==> src/rtl/debug_pkg.sv <==
// Shared definitions for the debug message arbiter.
// Provides the byte width, the arbiter state encoding, the largest payload
// a single message may carry, and a helper that turns a requested payload
// length into the message length (command byte included).
package debug_pkg;

  localparam int BYTE_W = 8;

  // Longest payload a message may carry; a request of 255 is clamped to this.
  localparam logic [BYTE_W-1:0] MAX_PAYLOAD = 8'd254;

  typedef enum logic [1:0] {
    ST_IDLE = 2'd0,
    ST_SEND = 2'd1,
    ST_GAP  = 2'd2
  } state_e;

  // Message length = payload + command byte, saturating at MAX_PAYLOAD + 1.
  function automatic logic [BYTE_W-1:0] msg_len_of(input logic [BYTE_W-1:0] req_len);
    if (req_len > MAX_PAYLOAD) begin
      return MAX_PAYLOAD + 8'd1;
    end
    return req_len + 8'd1;
  endfunction

endpackage

==> src/rtl/rr_picker.sv <==
// Combinational round-robin winner selection.
// Ports:
//   req_valid  in  N     : per-requester pending flag
//   start_idx  in  IdxW  : index with highest priority this cycle
//   any_valid  out 1     : at least one requester is pending
//   win_idx    out IdxW  : first pending index at or after start_idx (wrapping)
module rr_picker #(
  parameter int N    = 4,
  parameter int IdxW = 2
) (
  input  logic [N-1:0]    req_valid,
  input  logic [IdxW-1:0] start_idx,
  output logic            any_valid,
  output logic [IdxW-1:0] win_idx
);

  logic [IdxW:0]   cand_sum [N];
  logic [IdxW-1:0] cand_idx [N];

  // cand_idx[gi] is the requester examined at priority position gi.
  for (genvar gi = 0; gi < N; gi++) begin : g_cand
    assign cand_sum[gi] = {1'b0, start_idx} + (IdxW+1)'(gi);
    assign cand_idx[gi] = (cand_sum[gi] >= (IdxW+1)'(N)) ?
                          IdxW'(cand_sum[gi] - (IdxW+1)'(N)) :
                          IdxW'(cand_sum[gi]);
  end

  assign any_valid = |req_valid;

  // Walk from lowest priority to highest so the highest-priority hit is the
  // last assignment and therefore the one that sticks.
  always_comb begin
    win_idx = '0;
    for (int i = N - 1; i >= 0; i--) begin
      if (req_valid[cand_idx[i]]) begin
        win_idx = cand_idx[i];
      end
    end
  end

endmodule

==> src/rtl/debug_msg_arbiter.sv <==
// Round-robin arbiter feeding one debug message port from several requesters.
// A granted requester's command byte is offered first, followed by its payload
// bytes as the debug port consumes them (msgTrigger). After each message the
// port is held idle for GapCycles cycles before the next grant.
// Ports:
//   clk, rst            : clock, synchronous active-high reset
//   req_valid/cmd/len   : per-requester request, command byte, payload length
//   pay_data            : per-requester current payload byte
//   grant               : one-hot owner of the message port
//   pay_pop / done      : per-requester byte-taken / message-finished pulses
//   len_err             : pulse when a length of 255 was clamped
//   msg / msgLen        : byte offered and bytes remaining (0 = idle)
//   msgTrigger          : debug port consumed the current byte
module debug_msg_arbiter
  import debug_pkg::*;
#(
  parameter int ReqCount  = 4,
  parameter int GapCycles = 2
) (
  input  logic                       clk,
  input  logic                       rst,
  input  logic [ReqCount-1:0]        req_valid,
  input  logic [8*ReqCount-1:0]      req_cmd,
  input  logic [8*ReqCount-1:0]      req_len,
  input  logic [8*ReqCount-1:0]      pay_data,
  output logic [ReqCount-1:0]        grant,
  output logic [ReqCount-1:0]        pay_pop,
  output logic [ReqCount-1:0]        done,
  output logic                       len_err,
  output logic [7:0]                 msg,
  output logic [7:0]                 msgLen,
  input  logic                       msgTrigger
);

  localparam int IdxW = (ReqCount > 1) ? $clog2(ReqCount) : 1;
  localparam int GapW = $clog2(GapCycles + 1);

  state_e              state_q,     state_d;
  logic [BYTE_W-1:0]   msg_q,       msg_d;
  logic [BYTE_W-1:0]   msg_len_q,   msg_len_d;
  logic [ReqCount-1:0] grant_q,     grant_d;
  logic [ReqCount-1:0] pay_pop_q,   pay_pop_d;
  logic [ReqCount-1:0] done_q,      done_d;
  logic                len_err_q,   len_err_d;
  logic [IdxW-1:0]     gidx_q,      gidx_d;
  logic [IdxW-1:0]     ptr_q,       ptr_d;
  logic                started_q,   started_d;
  logic [GapW-1:0]     gap_cnt_q,   gap_cnt_d;

  logic [IdxW-1:0]     start_idx;
  logic [IdxW-1:0]     win_idx;
  logic                any_valid;
  logic [BYTE_W-1:0]   win_cmd;
  logic [BYTE_W-1:0]   win_len;
  logic [BYTE_W-1:0]   cur_pay;

  // ptr_q holds the last winner; until the first grant after reset the search
  // starts at index 0 instead of the one after the pointer.
  always_comb begin
    start_idx = '0;
    if (started_q && (ptr_q != IdxW'(ReqCount - 1))) begin
      start_idx = ptr_q + 1'b1;
    end
  end

  rr_picker #(
    .N    (ReqCount),
    .IdxW (IdxW)
  ) u_rr_picker (
    .req_valid (req_valid),
    .start_idx (start_idx),
    .any_valid (any_valid),
    .win_idx   (win_idx)
  );

  assign win_cmd = req_cmd [int'(win_idx)*BYTE_W +: BYTE_W];
  assign win_len = req_len [int'(win_idx)*BYTE_W +: BYTE_W];
  assign cur_pay = pay_data[int'(gidx_q)*BYTE_W +: BYTE_W];

  always_comb begin
    state_d   = state_q;
    msg_d     = msg_q;
    msg_len_d = msg_len_q;
    grant_d   = grant_q;
    gidx_d    = gidx_q;
    ptr_d     = ptr_q;
    started_d = started_q;
    gap_cnt_d = gap_cnt_q;
    pay_pop_d = '0;
    done_d    = '0;
    len_err_d = 1'b0;

    case (state_q)
      ST_IDLE: begin
        if (any_valid) begin
          grant_d          = '0;
          grant_d[win_idx] = 1'b1;
          gidx_d           = win_idx;
          ptr_d            = win_idx;
          started_d        = 1'b1;
          msg_d            = win_cmd;
          msg_len_d        = msg_len_of(win_len);
          len_err_d        = (win_len > MAX_PAYLOAD);
          state_d          = ST_SEND;
        end
      end

      ST_SEND: begin
        if (msgTrigger) begin
          if (msg_len_q > 8'd1) begin
            msg_d             = cur_pay;
            msg_len_d         = msg_len_q - 8'd1;
            pay_pop_d[gidx_q] = 1'b1;
          end else begin
            // Last byte consumed: release the port and start the idle gap.
            msg_d          = '0;
            msg_len_d      = '0;
            grant_d        = '0;
            done_d[gidx_q] = 1'b1;
            gap_cnt_d      = '0;
            state_d        = ST_GAP;
          end
        end
      end

      ST_GAP: begin
        if (gap_cnt_q == GapW'(GapCycles - 1)) begin
          gap_cnt_d = '0;
          state_d   = ST_IDLE;
        end else begin
          gap_cnt_d = gap_cnt_q + 1'b1;
        end
      end

      default: state_d = ST_IDLE;
    endcase
  end

  always_ff @(posedge clk) begin
    if (rst) begin
      state_q   <= ST_IDLE;
      msg_q     <= '0;
      msg_len_q <= '0;
      grant_q   <= '0;
      gidx_q    <= '0;
      ptr_q     <= '0;
      started_q <= 1'b0;
      gap_cnt_q <= '0;
      pay_pop_q <= '0;
      done_q    <= '0;
      len_err_q <= 1'b0;
    end else begin
      state_q   <= state_d;
      msg_q     <= msg_d;
      msg_len_q <= msg_len_d;
      grant_q   <= grant_d;
      gidx_q    <= gidx_d;
      ptr_q     <= ptr_d;
      started_q <= started_d;
      gap_cnt_q <= gap_cnt_d;
      pay_pop_q <= pay_pop_d;
      done_q    <= done_d;
      len_err_q <= len_err_d;
    end
  end

  assign grant   = grant_q;
  assign pay_pop = pay_pop_q;
  assign done    = done_q;
  assign len_err = len_err_q;
  assign msg     = msg_q;
  assign msgLen  = msg_len_q;

endmodule

==> config.mk <==
export PLATFORM = sky130hd
export DESIGN_NAME = debug_msg_arbiter
export DESIGN_NICKNAME = d
export VERILOG_FILES = /design/src/rtl/debug_pkg.sv /design/src/rtl/rr_picker.sv /design/src/rtl/debug_msg_arbiter.sv
export SDC_FILE = /design/constraint.sdc
export NUM_CORES = 1
export LEC_CHECK = 0
export ABC_AREA = 0
export ABC_CLOCK_PERIOD_IN_PS = 4250
export BUFFER_PORTS_ARGS = -buffer_cell sky130_fd_sc_hd__buf_4
export CAP_MARGIN = 20
export CORE_MARGIN = 10
export CORE_UTILIZATION = 43
export DETAILED_ROUTE_END_ITERATION = 12
export PLACE_DENSITY = 0.81
export SLEW_MARGIN = 20
export SYNTH_ARGS = -nofsm -noshare
export SYNTH_HDL_FRONTEND = slang
export SYNTH_SLANG_ARGS = --single-unit
==> constraint.sdc <==
create_clock -name clk -period 4.25 [get_ports clk]
set_input_delay 0.2125 -clock clk [delete_from_list [all_inputs] [get_ports clk]]
set_output_delay 0.2125 -clock clk [all_outputs]
set_load 0.005 [all_outputs]
==> results.json, run 1 <==
{
  "cts.path.max_buffers": 2,
  "antenna_found_initial": 0,
  "slew_headroom_pct": 40.3,
  "p_clk_share_pct": 13.1,
  "track_usage_pct": 18.9,
  "reg2reg_slack_ps": 270,
  "via_per_inst": 5.95,
  "path_clk_slew_ps": 70,
  "vdd_drop_max_mv": 0.223,
  "layout_setup_ws_ps": 271,
  "port_buffers": 131,
  "maxCapViolCount": 0,
  "dpl_worst_slack_ps": 296,
  "cpPeakStageDelay_ps": 450,
  "clk_latency_ps": 290,
  "syn_area_per_cell_um2": 8.96,
  "worstReg2RegStart": "ptr_q[0]",
  "ctsRootBufferMaster": "clkbuf_8",
  "grt_busiest_layer": "met2",
  "whs_path_depth": 3,
  "pin_count": 132,
  "holdCritPathClass": "in -> reg",
  "fin_setup_tns_ps": 0,
  "ys_seq_area_share_pct": 24.5,
  "crit_chain": "buf_4, inv_1, ha_1, nand3b_1, nor3b_1, a211o_1, o221a_1, mux2i_4, buf_4, nand2_1, a31oi_1, ha_1, and3_1, a31o_2, a211oi_2, nor3_2",
  "synth-seq-cells": 36,
  "slowest_stage": "o221a_1",
  "fin_crit_ps": 3980,
  "use_met3_pct": 3.69,
  "outcome": "finished, final reports clean",
  "max_freq_ghz": 0.251,
  "cts-htree-levels": 2,
  "worst_setup_path_start_kind": "register",
  "reg2reg_depth": 16,
  "synth_area_leader_cell": "dfxtp_1",
  "finalClockSkew_ps": 5.02,
  "netlist.area_leader.share_pct": 24.5,
  "die_h_um": 103,
  "fin_crit_sh_pct": 93.6,
  "min_to": "state_q[1]",
  "initial_core_util_pct": 43.7,
  "power_density_nw_per_um2": 478,
  "cp_num_buf_inv": 3,
  "num-fill-cells": 635,
  "holdBufCountCts": 0,
  "final_cell_mix": "buf_4, nor2_1, dfxtp_1",
  "met1_usage_pct": 24.1,
  "num_rows": 30,
  "area_growth_syn_to_layout_pct": 37.4,
  "wl_per_cell_um": 19.5,
  "worstPathMaxFanout": 19,
  "grt_pass1_wl_mm": 15.8,
  "drc": 0,
  "cts_resized": 0,
  "synth_area_leaders": "dfxtp_1, mux4_2, mux2i_1, nor2_1, nand2_1",
  "synth_fp_nets": 438,
  "die_w_um": 103,
  "cts_setup_buffers": 0,
  "antenna_cells": 0,
  "crit_required_ps": 4420,
  "maxSlewViolCount": 0,
  "synth_cell_type_count": 66,
  "synthArstFlopShare_pct": 0,
  "worst_slew_pin_slew_ps": 893,
  "drt_iter0_drc": 206,
  "grt.overflow.total": 0,
  "netlist_instances": 328,
  "crit_family": "compound AO/OA/AOI/OAI gates",
  "end_kind": "register",
  "power_frac_seq_pct": 25.1,
  "synth-edff-count": 0,
  "intPower_uw": 1100,
  "critPathKind": "reg -> reg",
  "grt_max_degree": 30,
  "cts.sinks": 36,
  "core_um2": 6720,
  "dieArea_um2": 10500,
  "finalSetupViolCount": 0,
  "first_global_vias": 3128,
  "cp_data_arrival_time_ps": 4150,
  "grt_use_met2_pct": 31.3,
  "totalWireLength_mm": 10.4,
  "rsz0062_at_grt": "no",
  "layout-drive-gt1-share_pct": 40.4,
  "first_pass_iters": 4,
  "num-nets-final": 562,
  "cts_buffers": 5,
  "ys.flop_type": "dfxtp_1",
  "swShare_pct": 42.8,
  "p_leak_uw": 0.00180,
  "cts_tree": "done",
  "yosys_warnings": 0,
  "ant_nets": 0,
  "syn_area_um2": 2940,
  "vias": 3170,
  "gp_congestion": 0.921,
  "hpwl_mm": 8.45,
  "rr_endpoint": "msgLen[6]",
  "power.switching_uw": 826,
  "power_frac_comb_pct": 61.8,
  "layout_commonest_cell": "buf_4",
  "worstHoldStart": "msgTrigger",
  "hold_viol_final": 0
}
## power groups by stage
stage | Sequential [uW] | Clock [uW] | Combinational (uW)
after floorplan | 476 | 0 | 838
after global placement | 486 | 0 | 1140
after detailed placement | 490 | 0 | 1170
after CTS | 482 | 257 | 1180
after global routing | 494 | 269 | 1300
final | 484 | 254 | 1190
## worst max path at each step
stage / startpoint / to / slack, ps / cells after the start
3_5_place_dp: ptr_q[0] / msgLen[6] / 300 / 16
4_1_cts: ptr_q[0] / msgLen[6] / 270 / 16
5_1_grt: ptr_q[0] / msgLen[6] / 50 / 16
2_1_floorplan: ptr_q[0] / msgLen[6] / 210 / 20
6_report: ptr_q[0] / msgLen[6] / 270 / 16
3_3_place_gp: ptr_q[0] / msgLen[6] / 540 / 16
## cells in the mapped netlist (all sizes together), types with 9 or more instances
| cell type | count |
|---|---|
| mux4 | 16 |
| and3 | 10 |
| nor2 | 37 |
| buf | 10 |
| nand2 | 25 |
| mux2i | 15 |
| nor3 | 9 |
| a21oi | 16 |
| a211oi | 14 |
| a22oi | 11 |
| o21ai | 17 |
| dfxtp | 36 |
| clkbuf | 12 |
## cell families (layout without fill, tap and decap cells)
logic type | count (synthesis) | count (layout) | synth area share [%]
xor+xnor | 4 | 4 | 1.19
mux | 36 | 36 | 20.4
compound gates | 96 | 96 | 24.5
fa+ha+maj | 7 | 7 | 2.98
buf+inv | 27 | 152 | 5.20
simple gates | 122 | 122 | 21.3
flops | 36 | 36 | 24.5
## per-layer routing
layer  wire length (um)  vias up
met3                753       14
met4                166        0
met1               4210     1514
li1                   -     1504
met2               5250      138
met5                  0        -
## registers in the layout, indices dropped and copies added (netlist names)
name / flops
done: 4
gap_cnt_q: 2
grant: 4
len_err: 1
msg: 8
msgLen: 8
pay_pop: 4
ptr_q: 2
started_q: 1
state_q: 2
## cell type report
type	instances	area, um2	share of cell area (%)
repair buffers	139	1040	25.8
well taps	80	100	2.48
clock inverters	2	10.0	0.248
multi-input cells	265	2060	51.1
flip-flops and latches	36	721	17.8
inverters	5	18.8	0.465
clock buffers	6	82.6	2.05
## through the flow
| stage | instance area, um2 | utilization (%) | total power (uW) | hold slack, ps | cells |
|---|---|---|---|---|---|
| global placement | 3940 | 58.6 | 1630 | 462 | 524 |
| floorplan | 2940 | - | 1310 | 376 | 328 |
| finish | 4040 | 60.1 | 1930 | 231 | 533 |
| CTS | 4030 | 60.0 | 1920 | 220 | 532 |
| detailed placement | 3940 | 58.6 | 1660 | 484 | 524 |
| global route | 4040 | 60.1 | 2060 | 248 | 533 |
## worst register-to-register path: stages, from the launching register on
cell and delay [ps]:
dfxtp_1 340, buf_4 190, inv_1 80, ha_1 410
nand3b_1 200, nor3b_1 330, a211o_1 210, o221a_1 450
mux2i_4 180, buf_4 260, nand2_1 90, a31oi_1 90
ha_1 260, and3_1 190, a31o_2 270, a211oi_2 240
nor3_2 70
Note: power is estimated with default switching activity, not from simulation.
==> inputs of run 2 (changes only) <==
- PLACE_DENSITY: 0.81 -> unset
- PLACE_DENSITY_LB_ADDON: unset -> 0.12
==> results.json, run 2 (synthesis gave the netlist of run 1 again) <==
{
  "p_clk_share_pct": 15.8,
  "fin_setup_tns_ps": 0,
  "drt_iter0_drc": 206,
  "dieArea_um2": 10500,
  "power_frac_seq_pct": 24.7,
  "intPower_uw": 1150,
  "layout_commonest_cell": "buf_4",
  "port_buffers": 131,
  "maxCapViolCount": 0,
  "grt_max_degree": 30,
  "holdBufCountCts": 0,
  "crit_required_ps": 4430,
  "fin_crit_ps": 3760,
  "worst_setup_path_start_kind": "register",
  "final_cell_mix": "buf_4, nor2_1, dfxtp_1",
  "drc": 0,
  "p_leak_uw": 0.00181,
  "vdd_drop_max_mv": 0.212,
  "first_global_vias": 3081,
  "hpwl_mm": 8.35,
  "cts_buffers": 5,
  "maxSlewViolCount": 0,
  "totalWireLength_mm": 10.3,
  "num-nets-final": 563,
  "fin_crit_sh_pct": 88.5,
  "clk_latency_ps": 290,
  "num_rows": 30,
  "finalSetupViolCount": 0,
  "max_freq_ghz": 0.266,
  "antenna_cells": 0,
  "ctsRootBufferMaster": "clkbuf_8",
  "slew_headroom_pct": 39.3,
  "grt_pass1_wl_mm": 15.8,
  "antenna_found_initial": 0,
  "path_clk_slew_ps": 80,
  "end_kind": "register",
  "rsz0062_at_grt": "no",
  "power_frac_comb_pct": 59.5,
  "cts.path.max_buffers": 2,
  "grt.overflow.total": 0,
  "area_growth_syn_to_layout_pct": 38.5,
  "via_per_inst": 5.87,
  "ant_nets": 0,
  "die_w_um": 103,
  "holdCritPathClass": "in -> reg",
  "first_pass_iters": 4,
  "cts_resized": 0,
  "postLayoutCoreUtil_pct": 60.6,
  "vias": 3134,
  "critPathKind": "reg -> reg",
  "cts_setup_buffers": 0,
  "swShare_pct": 41.4,
  "gp_congestion": 0.907,
  "core_um2": 6720,
  "power.switching_uw": 811,
  "track_usage_pct": 18.5,
  "worst_slew_pin_slew_ps": 909,
  "finalClockSkew_ps": 5.44,
  "reg2reg_slack_ps": 490,
  "wl_per_cell_um": 19.3,
  "instances_no_fill": 534,
  "power_density_nw_per_um2": 482,
  "outcome": "finished, final reports clean",
  "dp_cells": 526,
  "cts-htree-levels": 2,
  "hold_viol_final": 0,
  "worstPathMaxFanout": 16,
  "pin_count": 132,
  "layout-drive-gt1-share_pct": 40.7,
  "cts_tree": "done",
  "cp_data_arrival_time_ps": 3940,
  "die_h_um": 103,
  "initial_core_util_pct": 43.7,
  "cts.sinks": 36
}
[run 2: cell types whose count changed in the layout (fill, tap and decap cells not counted), sizes merged]
cell      previous run  this run
buf                138       140
clkinv               2         1
clkbuf               7         5
bufinv               0         1
clkinvlp             0         1
[run 2: worst paths after layout]
kind / start / end / depth (start not counted)
min: msgTrigger / state_q[1] / 3
max: ptr_q[0] / msgLen[6] / 15
max reg2reg: ptr_q[0] / msgLen[6] / 15
min reg2reg: gap_cnt_q[1] / gap_cnt_q[1] / 1
[run 2: layout make-up]
class	instances	area, um2
Sequential cell	36	721
Fill cell	613	2650
Multi-Input combinational cell	265	2070
Tap cell	80	100
Inverter	5	18.8
Timing Repair Buffer	140	1050
Clock inverter	3	42.5
Clock buffer	5	68.8
[run 2: routing by layer]
metal | vias up | GRT usage, % | part of all wire [%] | routed length [um]
met4 | 0 | 4.45 | 1.2 | 127
met2 | 143 | 29.4 | 43 | 4450
li1 | 1504 | - | - | -
met5 | - | 0 | 0 | 0
met3 | 8 | 5.97 | 11 | 1130
met1 | 1479 | 23.8 | 45 | 4620
[run 2: power groups by stage]
stage	sequential, uW	combinational [uW]	clock [uW]
4_1_cts	482	1170	315
3_3_place_gp	490	1140	0
2_1_floorplan	476	838	0
3_5_place_dp	490	1160	0
6_report	484	1170	309
5_1_grt	492	1290	325
[run 2: critical path, stage by stage, from the launching register on]
cell and delay (ps):
dfxtp_1 370, inv_1 80, ha_1 390, nor3b_1 90, a31o_2 230, a211o_1 340, o221a_1 380, mux2i_4 480
nand2_1 100, and3_1 190, a31oi_1 140, ha_1 200, and3_1 210, nand4_1 120, a211oi_2 240, nor3_2 70
[run 2: metrics by stage]
| step | setup slack [ps] | cell area, um2 | total power [uW] | hold slack [ps] |
|---|---|---|---|---|
| 6_report | 489 | 4070 | 1960 | 246 |
| 5_1_grt | 200 | 4070 | 2110 | 275 |
| 4_1_cts | 475 | 4070 | 1970 | 234 |
| 3_5_place_dp | 480 | 3960 | 1650 | 476 |
| 3_3_place_gp | 605 | 3960 | 1630 | 461 |
| 2_1_floorplan | 210 | 2940 | 1310 | 376 |
==> inputs of run 3 (changes only) <==
- MAX_ROUTING_LAYER: unset -> met4
- PLACE_DENSITY: unset -> 0.78
- PLACE_DENSITY_LB_ADDON: 0.12 -> unset
- RECOVER_POWER: unset -> 100
==> results.json, run 3 (synthesis gave the netlist of run 1 again) <==
{
  "track_usage_pct": 19.1,
  "holdBufCountCts": 0,
  "cp_data_arrival_time_ps": 4100,
  "crit_family": "compound AO/OA/AOI/OAI gates",
  "cp_num_buf_inv": 2,
  "die_h_um": 103,
  "grt_max_degree": 30,
  "initial_core_util_pct": 43.7,
  "ant_nets": 0,
  "wl_per_cell_um": 19.5,
  "slew_headroom_pct": 39.6,
  "cpPeakStageDelay_ps": 470,
  "hold_viol_final": 0,
  "worst_slew_pin_slew_ps": 904,
  "reg2reg_slack_ps": 350,
  "vdd_drop_max_mv": 0.216,
  "core_um2": 6720,
  "finalSetupViolCount": 0,
  "antenna_found_initial": 0,
  "holdCritPathClass": "in -> reg",
  "multi_input_area_um2": 2040,
  "postLayoutCoreUtil_pct": 59.1,
  "num-nets-final": 562,
  "clk_latency_ps": 290,
  "vias": 3170,
  "power_density_nw_per_um2": 479,
  "layout-drive-gt1-share_pct": 36.2,
  "drt_iter0_drc": 193,
  "stdcell_area_um2": 3970,
  "finalClockSkew_ps": 7.40,
  "cts-htree-levels": 2,
  "pin_count": 132,
  "cts.path.max_buffers": 2,
  "power_frac_comb_pct": 59.2,
  "power.switching_uw": 799,
  "cts_setup_buffers": 0,
  "cts_resized": 0,
  "slowest_stage": "mux2i_4",
  "fin_setup_tns_ps": 0,
  "crit_chain": "buf_4, inv_1, ha_1, nor3b_1, a31o_2, a211o_1, o221a_1, mux2i_4, nand2_1, and3_1, a31oi_1, ha_1, and3_1, xor2_1, o21ai_2, a211oi_1",
  "path_clk_slew_ps": 80,
  "cts_tree": "done",
  "worstPathMaxFanout": 15,
  "die_w_um": 103,
  "area_growth_syn_to_layout_pct": 35.3,
  "worstReg2RegStart": "ptr_q[0]",
  "antenna_cells": 0,
  "p_leak_uw": 0.00173,
  "fin_crit_ps": 3900,
  "totalWireLength_mm": 10.4,
  "register_area_um2": 721,
  "swShare_pct": 41.9,
  "gp_congestion": 0.949,
  "p_clk_share_pct": 15.5,
  "grt.overflow.total": 0,
  "num_rows": 30,
  "first_pass_iters": 5,
  "maxCapViolCount": 0,
  "end_kind": "register",
  "ctsRootBufferMaster": "clkbuf_8",
  "num-fill-cells": 599,
  "critPathKind": "reg -> reg",
  "power_frac_seq_pct": 25.3,
  "cts_buffers": 5,
  "rsz0062_at_grt": "no",
  "crit_required_ps": 4450,
  "grt_pass1_wl_mm": 15.6,
  "hpwl_mm": 8.51,
  "crit_path_start": "ptr_q[0]",
  "dpl_cell_area_um2": 3950,
  "maxSlewViolCount": 0,
  "final_cell_mix": "buf_4, nor2_1, dfxtp_1",
  "via_per_inst": 5.95,
  "worst_setup_path_start_kind": "register",
  "layout_commonest_cell": "buf_4",
  "cts.sinks": 36,
  "intPower_uw": 1110,
  "max_freq_ghz": 0.257,
  "port_buffers": 131,
  "first_global_vias": 3082,
  "drc": 0,
  "fin_crit_sh_pct": 91.7,
  "worstHoldStart": "msgTrigger",
  "dieArea_um2": 10500,
  "outcome": "finished, final reports clean"
}
-- run 3: through the flow --
stage	std cells	worst slack, ps	hold slack [ps]	power (uW)
floorplan	328	210	376	1310
global placement	525	491	462	1640
detailed placement	525	401	472	1650
CTS	533	370	232	1950
global route	533	55.5	245	2040
finish	533	354	236	1900
-- run 3: cell type report --
type                            instances  area share [%]
Inverter                                5           0.472
Timing Repair Buffer                  139            24.8
Clock buffer                            6            1.83
Clock inverter                          2           0.882
Sequential cell                        36            18.1
Multi-Input combinational cell        265            51.3
Tap cell                               80            2.52
-- run 3: tightest hold or removal path, delay by kind of cell --
family | cells | cell delay, ps
AO/OA/AOI/OAI | 1 | 60
buffers and inverters | 1 | 130
AND/OR/NAND/NOR | 1 | 70
-- run 3: path summary, 6_finish.rpt --
kind	depth (start not counted)	to
worst min register to register	1	gap_cnt_q[1]
worst max-delay path	16	msgLen[4]
worst min-delay path	3	state_q[1]
worst max register to register	16	msgLen[4]
-- run 3: power groups by stage --
stage | Combinational (uW) | Clock, uW | Sequential [uW]
after floorplan | 838 | 0 | 476
after global placement | 1150 | 0 | 487
after detailed placement | 1160 | 0 | 489
after CTS | 1170 | 298 | 482
after global routing | 1240 | 309 | 491
final | 1130 | 295 | 482
-- run 3: layer usage --
metal  global-route usage [%]  share of wire, %  vias to the layer above
met3                     3.62               6.3                       19
li1                         -                 -                     1511
met4                     5.53               2.3                        0
met5                        -                 0                        -
met2                     30.7                50                      131
met1                     24.0                42                     1509
